$ cat src/rtl/mult_pkg.sv
// Shared definitions for the sequential shift-add multiplier.
//   state_e    : FSM encoding (IDLE/CALC/NEG/FIN); NEG is only reachable
//                when the design is built with MULT_SIGNED_EN defined.
//   MULT_WIDTH : default operand width.
//   CNT_W      : iteration counter width (MULT_WIDTH iterations).
package mult_pkg;

  localparam int unsigned MULT_WIDTH = 32;
  localparam int unsigned CNT_W      = 5;

  typedef enum logic [1:0] {
    IDLE = 2'd0,
    CALC = 2'd1,
    NEG  = 2'd2,
    FIN  = 2'd3
  } state_e;

endpackage

$ cat src/rtl/mult_32_bit_seq_if.sv
// Request/result bundle of the sequential multiplier.
//   START   : request a multiply (master -> slave)
//   A, B    : multiplicand / multiplier (master -> slave)
//   PRODUCT : 2*WIDTH-bit result register (slave -> master)
//   BUSY    : operation in progress (slave -> master)
//   DONE    : one-cycle completion pulse (slave -> master)
interface mult_32_bit_seq_if
  import mult_pkg::*;
#(
  parameter int unsigned WIDTH = MULT_WIDTH
);

  logic                 START;
  logic [WIDTH-1:0]     A;
  logic [WIDTH-1:0]     B;
  logic [2*WIDTH-1:0]   PRODUCT;
  logic                 BUSY;
  logic                 DONE;

  modport master (
    output START, A, B,
    input  PRODUCT, BUSY, DONE
  );

  modport slave (
    input  START, A, B,
    output PRODUCT, BUSY, DONE
  );

endinterface

$ cat src/rtl/inv_32.sv
// 32-bit bitwise inverter stage, used to form two's-complement negations
// in the signed build (compiled only when MULT_SIGNED_EN is defined).
//   din  : 32-bit input
//   dout : bitwise complement of din
`ifdef MULT_SIGNED_EN
module inv_32 (
  input  logic [31:0] din,
  output logic [31:0] dout
);

  assign dout = ~din;

endmodule
`endif

$ cat src/rtl/mult_datapath.sv
// Shift-add datapath: multiplicand/multiplier registers, a 2*WIDTH+1-bit
// accumulator, the WIDTH+1-bit adder and the right shifter.
// Optional macro MULT_SIGNED_EN: operands are converted to magnitudes at
// capture and the product is conditionally negated by the neg strobe.
//   clk, rst_n : clock, async active-low reset
//   load       : capture a/b, clear the accumulator
//   step       : one shift-add iteration
//   neg        : (signed build only) negate product if result sign is 1
//   a, b       : operands
//   result     : low 2*WIDTH bits of the accumulator
module mult_datapath
  import mult_pkg::*;
#(
  parameter int unsigned WIDTH = MULT_WIDTH
) (
  input  logic               clk,
  input  logic               rst_n,
  input  logic               load,
  input  logic               step,
`ifdef MULT_SIGNED_EN
  input  logic               neg,
`endif
  input  logic [WIDTH-1:0]   a,
  input  logic [WIDTH-1:0]   b,
  output logic [2*WIDTH-1:0] result
);

  logic [2*WIDTH:0]   acc_q, acc_d;
  logic [WIDTH-1:0]   mcand_q, mcand_d;
  logic [WIDTH-1:0]   mplr_q, mplr_d;
  logic [WIDTH:0]     sum_hi;
  logic [WIDTH-1:0]   a_op, b_op;

`ifdef MULT_SIGNED_EN
  logic               sign_q, sign_d;
  logic [WIDTH-1:0]   a_inv, b_inv;
  logic [WIDTH-1:0]   acc_inv_hi, acc_inv_lo;
  logic [2*WIDTH-1:0] acc_neg;

  inv_32 u_inv_a      (.din(a),                     .dout(a_inv));
  inv_32 u_inv_b      (.din(b),                     .dout(b_inv));
  inv_32 u_inv_acc_hi (.din(acc_q[2*WIDTH-1:WIDTH]), .dout(acc_inv_hi));
  inv_32 u_inv_acc_lo (.din(acc_q[WIDTH-1:0]),       .dout(acc_inv_lo));

  // Magnitudes; the most-negative value maps onto itself, which is the
  // correct unsigned magnitude.
  assign a_op    = a[WIDTH-1] ? a_inv + WIDTH'(1) : a;
  assign b_op    = b[WIDTH-1] ? b_inv + WIDTH'(1) : b;
  assign acc_neg = {acc_inv_hi, acc_inv_lo} + (2*WIDTH)'(1);
`else
  assign a_op = a;
  assign b_op = b;
`endif

  // acc_q[2*WIDTH] is always zero between iterations; including it keeps
  // the adder a full WIDTH+1 bits so the carry lands in the extra bit.
  assign sum_hi = acc_q[2*WIDTH:WIDTH] + {1'b0, mcand_q};

  always_comb begin
    acc_d   = acc_q;
    mcand_d = mcand_q;
    mplr_d  = mplr_q;
`ifdef MULT_SIGNED_EN
    sign_d  = sign_q;
`endif
    if (load) begin
      acc_d   = '0;
      mcand_d = a_op;
      mplr_d  = b_op;
`ifdef MULT_SIGNED_EN
      sign_d  = a[WIDTH-1] ^ b[WIDTH-1];
`endif
    end else if (step) begin
      acc_d  = {(mplr_q[0] ? sum_hi : acc_q[2*WIDTH:WIDTH]), acc_q[WIDTH-1:0]} >> 1;
      mplr_d = mplr_q >> 1;
    end
`ifdef MULT_SIGNED_EN
    else if (neg) begin
      if (sign_q) acc_d = {1'b0, acc_neg};
    end
`endif
  end

  always_ff @(posedge clk or negedge rst_n) begin
    if (!rst_n) begin
      acc_q   <= '0;
      mcand_q <= '0;
      mplr_q  <= '0;
`ifdef MULT_SIGNED_EN
      sign_q  <= 1'b0;
`endif
    end else begin
      acc_q   <= acc_d;
      mcand_q <= mcand_d;
      mplr_q  <= mplr_d;
`ifdef MULT_SIGNED_EN
      sign_q  <= sign_d;
`endif
    end
  end

  assign result = acc_q[2*WIDTH-1:0];

endmodule

$ cat src/rtl/mult_32_bit_seq.sv
// Multi-cycle WIDTH x WIDTH -> 2*WIDTH shift-add multiplier (one multiplier
// bit per clock). FSM and iteration counter live here; arithmetic lives in
// mult_datapath.
// Optional macro MULT_SIGNED_EN: two's-complement operands, extra NEG state
// (latency WIDTH+2 instead of WIDTH+1).
//   clk   : rising-edge clock
//   rst_n : asynchronous active-low reset
//   bus   : slave side of mult_32_bit_seq_if (START, A, B, PRODUCT, BUSY, DONE)
module mult_32_bit_seq
  import mult_pkg::*;
#(
  parameter int unsigned WIDTH = MULT_WIDTH
) (
  input  logic             clk,
  input  logic             rst_n,
  mult_32_bit_seq_if.slave bus
);

  state_e               state_q, state_d;
  logic [CNT_W-1:0]     cnt_q, cnt_d;
  logic                 busy_q, busy_d;
  logic                 done_q, done_d;
  logic [2*WIDTH-1:0]   product_q, product_d;

  logic                 dp_load;
  logic                 dp_step;
`ifdef MULT_SIGNED_EN
  logic                 dp_neg;
`endif
  logic [2*WIDTH-1:0]   dp_result;

  mult_datapath #(
    .WIDTH (WIDTH)
  ) u_datapath (
    .clk    (clk),
    .rst_n  (rst_n),
    .load   (dp_load),
    .step   (dp_step),
`ifdef MULT_SIGNED_EN
    .neg    (dp_neg),
`endif
    .a      (bus.A),
    .b      (bus.B),
    .result (dp_result)
  );

  always_comb begin
    state_d   = state_q;
    cnt_d     = cnt_q;
    busy_d    = busy_q;
    done_d    = 1'b0;
    product_d = product_q;
    dp_load   = 1'b0;
    dp_step   = 1'b0;
`ifdef MULT_SIGNED_EN
    dp_neg    = 1'b0;
`endif
    case (state_q)
      IDLE: begin
        if (bus.START) begin
          dp_load   = 1'b1;
          product_d = '0;
          cnt_d     = '0;
          busy_d    = 1'b1;
          state_d   = CALC;
        end
      end
      CALC: begin
        dp_step = 1'b1;
        cnt_d   = cnt_q + CNT_W'(1);
        if (cnt_q == CNT_W'(WIDTH - 1)) begin
`ifdef MULT_SIGNED_EN
          state_d = NEG;
`else
          state_d = FIN;
`endif
        end
      end
`ifdef MULT_SIGNED_EN
      NEG: begin
        dp_neg  = 1'b1;
        state_d = FIN;
      end
`endif
      FIN: begin
        // Outputs are registered, so DONE/PRODUCT appear in the cycle after
        // FIN, which is already IDLE; START is not looked at in FIN.
        done_d    = 1'b1;
        busy_d    = 1'b0;
        product_d = dp_result;
        state_d   = IDLE;
      end
      default: state_d = IDLE;
    endcase
  end

  always_ff @(posedge clk or negedge rst_n) begin
    if (!rst_n) begin
      state_q   <= IDLE;
      cnt_q     <= '0;
      busy_q    <= 1'b0;
      done_q    <= 1'b0;
      product_q <= '0;
    end else begin
      state_q   <= state_d;
      cnt_q     <= cnt_d;
      busy_q    <= busy_d;
      done_q    <= done_d;
      product_q <= product_d;
    end
  end

  assign bus.PRODUCT = product_q;
  assign bus.BUSY    = busy_q;
  assign bus.DONE    = done_q;

endmodule
$ cat src/flat_wrapper.sv
// flat-port wrapper written by rule: the top's interface ports become plain ports
module mult_32_bit_seq_flat import mult_pkg::*;
#(
  parameter int unsigned WIDTH = MULT_WIDTH
)
  (clk, rst_n, bus_START, bus_A, bus_B, bus_PRODUCT, bus_BUSY, bus_DONE);
  mult_32_bit_seq_if #(.WIDTH(WIDTH)) bus_i ();
  input  logic clk;
  input  logic rst_n;
  input wire logic [$bits(bus_i.START)-1:0] bus_START;
  input wire logic [$bits(bus_i.A)-1:0] bus_A;
  input wire logic [$bits(bus_i.B)-1:0] bus_B;
  output wire logic [$bits(bus_i.PRODUCT)-1:0] bus_PRODUCT;
  output wire logic [$bits(bus_i.BUSY)-1:0] bus_BUSY;
  output wire logic [$bits(bus_i.DONE)-1:0] bus_DONE;
  assign bus_i.START = bus_START;
  assign bus_i.A = bus_A;
  assign bus_i.B = bus_B;
  assign bus_PRODUCT = bus_i.PRODUCT;
  assign bus_BUSY = bus_i.BUSY;
  assign bus_DONE = bus_i.DONE;
  mult_32_bit_seq #(.WIDTH(WIDTH)) u_core (.clk(clk), .rst_n(rst_n), .bus(bus_i));
endmodule
$ cat config.mk
export PLATFORM = sky130hd
export DESIGN_NAME = mult_32_bit_seq_flat
export DESIGN_NICKNAME = d
export VERILOG_FILES = /design/src/rtl/mult_pkg.sv /design/src/rtl/mult_32_bit_seq_if.sv /design/src/rtl/inv_32.sv /design/src/rtl/mult_datapath.sv /design/src/rtl/mult_32_bit_seq.sv /design/src/flat_wrapper.sv
export SDC_FILE = /design/constraint.sdc
export NUM_CORES = 1
export LEC_CHECK = 0
export ABC_AREA = 1
export CORE_UTILIZATION = 60
export CTS_BUF_LIST = sky130_fd_sc_hd__clkbuf_16
export DETAILED_ROUTE_END_ITERATION = 12
export PLACE_DENSITY = 0.93
export SLEW_MARGIN = 20
export SYNTH_ARGS = -nofsm -noshare
export SYNTH_HDL_FRONTEND = slang
export SYNTH_SLANG_ARGS = --single-unit
$ cat constraint.sdc
create_clock -name clk -period 3.3 [get_ports clk]
set_input_delay 0.66 -clock clk [delete_from_list [all_inputs] [get_ports clk]]
set_output_delay 0.66 -clock clk [all_outputs]
set_load 0.03 [all_outputs]
After elaboration in Yosys (flattened, before gate mapping) --
Index checks and enable logic that the tools add are counted.
Word-level totals: flip-flop bits (word level) 202, latch bits 0, RAM bits 0, memory bits (read-only) 0, memories 0
Cells by class: $add $sub $neg 2, multiply operators 0, div/mod/pow operators 0, magnitude comparators 0, equal/unequal tests 5, shift operators 0, muxes and demuxes 18, bitwise operators 0, reduce and logical (&&, ||, !) cells 7
Operator list (count):
- 2-to-1 mux 65 bit | 2
- case mux 64 bit (2 select lines) | 1
- 2-to-1 mux 32 bit | 2
- 2-to-1 mux 64 bit | 1
- adder 33 x 32 -> 33 bit | 1
- 2-to-1 mux 33 bit | 1
- case mux 5 bit (2 select lines) | 1
- AND reduction 2 bit | 3
- nonzero test 2 bit | 3
- adder 5 x 1 -> 5 bit (second input constant) | 1
- == test 5 bit (second input constant) | 1
- 2-to-1 mux 1 bit | 5
- 2-to-1 mux 5 bit | 1
- 2-to-1 mux 2 bit | 2
- case mux 2 bit (2 select lines) | 1
- == test 2 x 1 -> 1 bit (second input constant) | 1
- == test 2 bit (second input constant) | 1
- zero test 2 bit | 1
- != test 2 x 1 -> 1 bit (second input constant) | 1
- != test 2 bit (second input constant) | 1
- case mux 1 bit (2 select lines) | 1

Longest topological paths before layout --
word-level depth 4, depth in mapped cells 15

Hierarchy --
From an unflattened synthesis, not the netlist that was laid out.
Second synthesis, totals: cells, all modules 1440, area, all modules 10689.0 sq um
Modules (own cells, without submodules):
- mult_datapath | times used 1, cells each 1117, area an instance 7739.9 sq um, seq. area each 3203.1 sq um
- mult_32_bit_seq | times used 1, cells each 323, area an instance 2949.1 sq um, seq. area each 1826.8 sq um

Worst setup path after synthesis --
No wires, ideal clock.
path kind register -> register, start reg u_core.u_datapath.mcand_q[0], end reg u_core.u_datapath.acc_q[47], library setup time 0.120 ns, arrival time 1.696 ns, required time 3.180 ns, path slack 1.484 ns, stages on the path, launching flop included 14, path buffers 0, clock period less this slack 1.816 ns, cell sequence dfrtp_1 -> ha_1 -> inv_1 -> fa_1 -> inv_1 -> nand3_1 -> nand3_1 -> a21oi_2 -> nor2_1 -> nor2_1 -> nand2_1 -> nand2_1 -> o21ai_1 -> nand2_1
Between the ends: longest elaborated chain between the ends 4
Ends and longest elaborated chain:
- start: declaration | line mult_datapath.sv:29 | logic [WIDTH-1:0] mcand_q, mcand_d;
- start signal: assignment | line mult_datapath.sv:94 | mcand_q <= mcand_d;
- adder 33 x 32 -> 33 bit | line mult_datapath.sv:57 | assign sum_hi = acc_q[2*WIDTH:WIDTH] + {1'b0, mcand_q};
- 2-to-1 mux 33 bit | line mult_datapath.sv:74 | acc_d = {(mplr_q[0] ? sum_hi : acc_q[2*WIDTH:WIDTH]), acc_q[WIDTH-1:0]} >> 1;
- 2-to-1 mux 65 bit | line mult_datapath.sv:73 | end else if (step) begin
- 2-to-1 mux 65 bit | line mult_datapath.sv:66 | if (load) begin
- end signal: assignment | line mult_datapath.sv:86 | acc_q <= '0;
- end signal: assignment | line mult_datapath.sv:93 | acc_q <= acc_d;
- end: declaration | line mult_datapath.sv:28 | logic [2*WIDTH:0] acc_q, acc_d;
Every way passes these cells. The select of a mux whose other input is x is not followed. A chain may end at the register's enable or synchronous reset.

Final worst setup path --
start reg u_core.product_q[32], in the netlist u_core.bus.PRODUCT[32], end out bus_PRODUCT[32]
RTL lines:
- start: declaration | line mult_32_bit_seq.sv:23 | logic [2*WIDTH-1:0] product_q, product_d;
- start signal: assignment | line mult_32_bit_seq.sv:109 | product_q <= product_d;
- end: declaration | line flat_wrapper.sv:13 | output wire logic [$bits(bus_i.PRODUCT)-1:0] bus_PRODUCT;
No word-level cell between the ends.

==> results.toml <==
[finish]
drive_above_1_share = 0.0456
diodes = 0
final_cells = 1711
fillers = 1249
final_common_cell = "nand2_1"
finalNetCount = 1581
area_growth_pct = 19.9
final_cell_mix = "421 x nand2_1, 237 x inv_1, 201 x dfrtp_1"

[clocking]
post-cts-setup-buffers = 0
cts-resized-gates = 0
cts.sinks = 201
cts-buffers-inserted = 21
cts.clk_slew.worst_paths_ps = 60
holdBufCountCts = 0
tritoncts = "yes"
cts-htree-levels = 1
cts_root_buf = "clkbuf_16"
clk_latency_ps = 500
clock_path_buffers = 3

[synthesis]
netlist_instances = 1369
ys_seq_area_frac = 0.481
synth_edf_count = 0
synth_area_mm2 = 0.0105
synth_ff_type = "dfrtp_1"
synthArstFlopShare = 1.00
synthesis.nets = 1471
yosysWarnings = 0
synthDistinctLibCells = 35
ys_ff_latch = 201
syn_avg_cell_area_um2 = 7.64

[route]
viasPerCell = 5.57
avgRoutedWirePerCell_um = 15.6
vias = 9524
wl_mm = 26.7
first_iter_violations = 861
ant_nets = 0
drc = 0
first_pass_iters = 5

[global_routing]
grt-ovfl-total = 0
grt_max_degree = 129
grt_pass1_vias = 9428
antenna_found_initial = 0
track_usage = 0.309
grt_pass1_wl_mm = 44.7
grtUsageMet3 = 0.0488
busiest_layer = "met2"
grt_use_met1 = 0.399
met2_usage = 0.516

[worst_setup_path]
reg2reg_to = "u_core.u_datapath.acc_q[51]"
end_kind = "output pin"
cp.depth = 1
path_delay_family = "buffers and inverters"
cpPeakStageDelay_ps = 760
cp_data_arrival_time_ps = 1630
cp-start-kind = "flop"
r2r_cells = 13
crit_path_max_fanout = 2
crit_chain = "clkdlybuf4s50_1"
crit_type = "flop to output pin"
cpMaxStageDelayCell = "clkdlybuf4s50_1"
cp.buffers_inverters = 1
worstPathRequired_ps = 2640
r2r_start = "u_core.u_datapath.mcand_q[0]"
r2r_setup_slack_ps = 1070

[pwr]
power_w = 0.0142
power.switching_w = 0.00674
ir_worst_vdd_mv = 0.591
power_frac_comb = 0.555
sw_frac_of_total = 0.475
power_frac_seq = 0.295
p_clk_frac = 0.150
power_leakage_nw = 6.52
p_per_area_mw_per_mm2 = 1130
p_int_w = 0.00746

[floorplan]
start_util = 0.622
die_x_um = 134
rows = 47
die_h_um = 134
die_area_mm2 = 0.0180
core_area_mm2 = 0.0168
io_pins = 133

[min_path]
hold_path_class = "input port to asynchronous set/reset pin"

[timing]
slew_headroom = 0.352
hold_viol_final = 0
fmax_mhz = 436
skew_ps = 16.2
period_needed_ps = 2290
fin_crit_sh = 0.695
final_max_slew_viol_count = 0
rsz0062_at_grt = "false"
setup_violations = 0
tightestPinTransition_ps = 973
finalSetupTns_ps = 0

[placed_design]
dp_hpwl_mm = 18.2
io_buffer_count = 132
routabilityCongestion = 0.985
placed_cells = 1676

[status]
outcome = "complete, no violations"

[run]
maxCapViolCount = 0
-- power groups by stage --
stage                     clock (W)  combinational [W]  sequential [W]
final                       0.00212            0.00788         0.00419
after global routing        0.00224            0.00884         0.00427
after CTS                   0.00215            0.00778         0.00417
after detailed placement          0            0.00767         0.00419
after global placement            0            0.00736         0.00414
after floorplan                   0            0.00507         0.00454
-- Yosys cell counts, types with 2 or more instances --
library cell | n | area (µm²)
nand2_1 | 422 | 1580
inv_1 | 235 | 882
dfrtp_1 | 201 | 5030
nand3_1 | 105 | 526
o21ai_0 | 89 | 445
nor2_1 | 59 | 221
a21oi_1 | 50 | 250
o22ai_1 | 35 | 219
ha_1 | 34 | 425
o221ai_1 | 32 | 280
clkbuf_1 | 26 | 97.6
buf_2 | 24 | 120
nand2_2 | 9 | 56.3
o21ai_1 | 9 | 45.0
buf_1 | 4 | 15.0
inv_2 | 4 | 15.0
nor3_1 | 4 | 20.0
nor2_2 | 3 | 18.8
o211ai_1 | 3 | 22.5
a22o_1 | 2 | 17.5
and2_1 | 2 | 12.5
buf_4 | 2 | 15.0
nand4_1 | 2 | 12.5
o21bai_1 | 2 | 15.0
-- logic make-up (layout without fill, tap and decap cells) --
family	after synthesis	after routing	share of synthesized area
adder cells (fa/ha/maj)	35	35	0.0426
flip-flops	201	201	0.481
AO/OA/AOI/OAI	225	225	0.126
XOR/XNOR	1	1	0.000837
buffers and inverters	298	420	0.113
AND/OR/NAND/NOR	609	609	0.237
-- worst max-delay path by stage --
stage / from / end / slack (ps)
final: u_core.bus.PRODUCT[32] / bus_PRODUCT[32] / 1010
after global routing: u_core.u_datapath.mcand_q[0] / u_core.u_datapath.acc_q[59] / 860
after CTS: u_core.bus.PRODUCT[32] / bus_PRODUCT[32] / 1010
after detailed placement: bus_START / u_core.u_datapath.mplr_q[19] / 870
after global placement: bus_START / u_core.u_datapath.mplr_q[25] / 950
after floorplan: u_core.u_datapath.mcand_q[0] / u_core.u_datapath.acc_q[47] / 1480
-- metal layers --
layer | up-vias | part of all wire
li1 | 4567 | -
met1 | 4473 | 0.41
met2 | 381 | 0.48
met3 | 103 | 0.068
met4 | 0 | 0.043
met5 | - | 0
-- final cells by class --
type                       count  area, µm²  share of cell area
clock buffer                  21        526              0.0419
clock inverter                14       80.1             0.00638
inverter                     239        897              0.0715
multi-input combinational    870       4280               0.341
sequential                   201       5030               0.401
tap                          220        275              0.0219
timing repair buffer         146       1460               0.116
-- state kept, by name, summed over array words and instances, names as in the netlist --
signal,cells
u_core.state_q,2
u_core.bus.BUSY,1
u_core.bus.DONE,1
u_core.u_datapath.acc_q,64
u_core.bus.PRODUCT,64
u_core.cnt_q,5
u_core.u_datapath.mcand_q,32
u_core.u_datapath.mplr_q,32
-- stage by stage --
step	hold slack (ps)	area [µm²]	setup slack, ps	util
6_report	146	12500	1010	0.746
5_1_grt	179	12500	863	0.746
4_1_cts	167	12500	1010	0.745
3_5_place_dp	470	11900	866	0.709
3_3_place_gp	463	11900	951	0.709
2_1_floorplan	364	10500	1480	-
(Power assumes the default switching activity.)
==> edit: new RTL, same settings <==
Add a define of `MULT_SIGNED_EN`.
--- a/src/rtl/inv_32.sv
+++ b/src/rtl/inv_32.sv
@@ -2,6 +2,8 @@
 // in the signed build (compiled only when MULT_SIGNED_EN is defined).
 //   din  : 32-bit input
 //   dout : bitwise complement of din
+`define MULT_SIGNED_EN
+
 `ifdef MULT_SIGNED_EN
 module inv_32 (
   input  logic [31:0] din,
Function: same outputs for any inputs over 4 cycles, from zero or initial values and one cycle with rst_n low; that may be too few to reach the edited logic, so the function may still have changed.
==> edit against the original RTL <==
Worst setup slack worse by 370 ps; sequential cell count is 1 higher; final area is 36% higher; power is 20% higher; wire length is 70% higher; global-route usage is 5.9 points higher; hold slack better by 4.5 ps; synthesized area is 41% higher.
==> edit: results <==
group,metric,value,unit
global_route,grt_max_degree,167,
timing,clock.fmax,375,MHz
global_route,antenna_found_initial,1,
setup_path,arrival,3100,ps
detailed_routing,detail_route.vias_per_cell,5.88,
global_route,grt_pass1_vias,14600,
detailed_routing,routedLengthMet1,18000,um
global_route,gr-usage-met3,0.0670,
setup_path,worstPathMaxFanout,31,
global_route,grtUsageMet2,0.595,
global_route,grt_pass1_wl,72700,um
synthesis,yosysSeqAreaShare,0.344,
timing,skew,30.6,ps
cells_and_area,layout-drive-gt1-share,0.0537,
clocking,insertion_delay,550,ps
pwr,power.leakage,8.18,nW
cells_and_area,num_antenna_cells,0,
setup_path,crit_slowest_cell,"ha_1",
global_route,track_usage,0.369,
detailed_routing,wire_per_inst,17.1,um
place,pre_cts_slack,615,ps
detailed_routing,route.met3.wl,3910,um
timing,hold_ws,150,ps
cells_and_area,layout.nets,2421,
synthesis,synth_fp_nets,2326,
global_route,use_met1,0.461,
run_status,status,"completed",
synthesis,yosysUniqueCellTypes,45,
timing,tightest_slew,756,ps
place,gp_congestion,1.04,
pwr,max-vdd-ir-drop,0.497,mV
clocking,cts_buffers,23,
setup_path,r2r_slack,630,ps
detailed_routing,drt-initial-drc-count,1875,
place,place_hpwl,33100,um
setup_path,r2r-start,"u_core.state_q[1]",
synthesis,synth_common_cells,"597 x nand2_1, 248 x inv_1, 226 x nor2_1, 226 x o21ai_0, 202 x dfrtp_1",
setup_path,r2r_end,"u_core.cnt_q[3]",
detailed_routing,dr_wl_met2,20200,um
edit: worst max-delay path by stage:
stage / from / end / depth (start not counted)
floorplan: bus_A[1] / u_core.u_datapath.mcand_q[26] / 12
global placement: bus_B[0] / u_core.u_datapath.mplr_q[18] / 11
detailed placement: bus_A[1] / u_core.u_datapath.mcand_q[26] / 13
CTS: u_core.state_q[1] / u_core.cnt_q[3] / 9
global route: u_core.state_q[1] / u_core.cnt_q[3] / 9
finish: u_core.state_q[1] / u_core.cnt_q[3] / 9
edit: worst register-to-register path: cells and delay by family, from the launching register on:
family | cells | cell delay [ps]
AOI/OAI and AO/OA | 3 | 550
adders and majority gates | 1 | 620
buffers and inverters | 3 | 710
DFF | 1 | 400
and+or+nand+nor | 2 | 290
edit: layout make-up:
type                    instances  area share
clock buffers                  23      0.0338
clock inverters                18     0.00830
inverters                     262      0.0578
multi-input cells            1674       0.492
flip-flops and latches        202       0.297
well taps                     319      0.0234
repair buffers                149      0.0882
edit: cell families (layout without fill, tap and decap cells):
logic type | count (synthesis) | after routing | synth area share
AND/OR/NAND/NOR | 1139 | 1139 | 0.338
XOR/XNOR | 73 | 73 | 0.0435
buffers and inverters | 341 | 452 | 0.0880
AO/OA/AOI/OAI | 420 | 420 | 0.151
adder cells (fa/ha/maj) | 42 | 42 | 0.0362
flip-flops | 202 | 202 | 0.344
edit: stage by stage:
step,instances,utilization,area (um^2)
floorplan,2217,-,14700
global placement,2606,0.687,16300
detailed placement,2606,0.687,16300
CTS,2647,0.717,17000
global route,2647,0.717,17000
finish,2647,0.717,17000
edit: power breakdown:
| part | switching, W | total [W] | internal [W] |
|---|---|---|---|
| clock | 0.00111 | 0.00247 | 0.00137 |
| combinational | 0.00672 | 0.00993 | 0.00321 |
| sequential | 0.00102 | 0.00457 | 0.00355 |
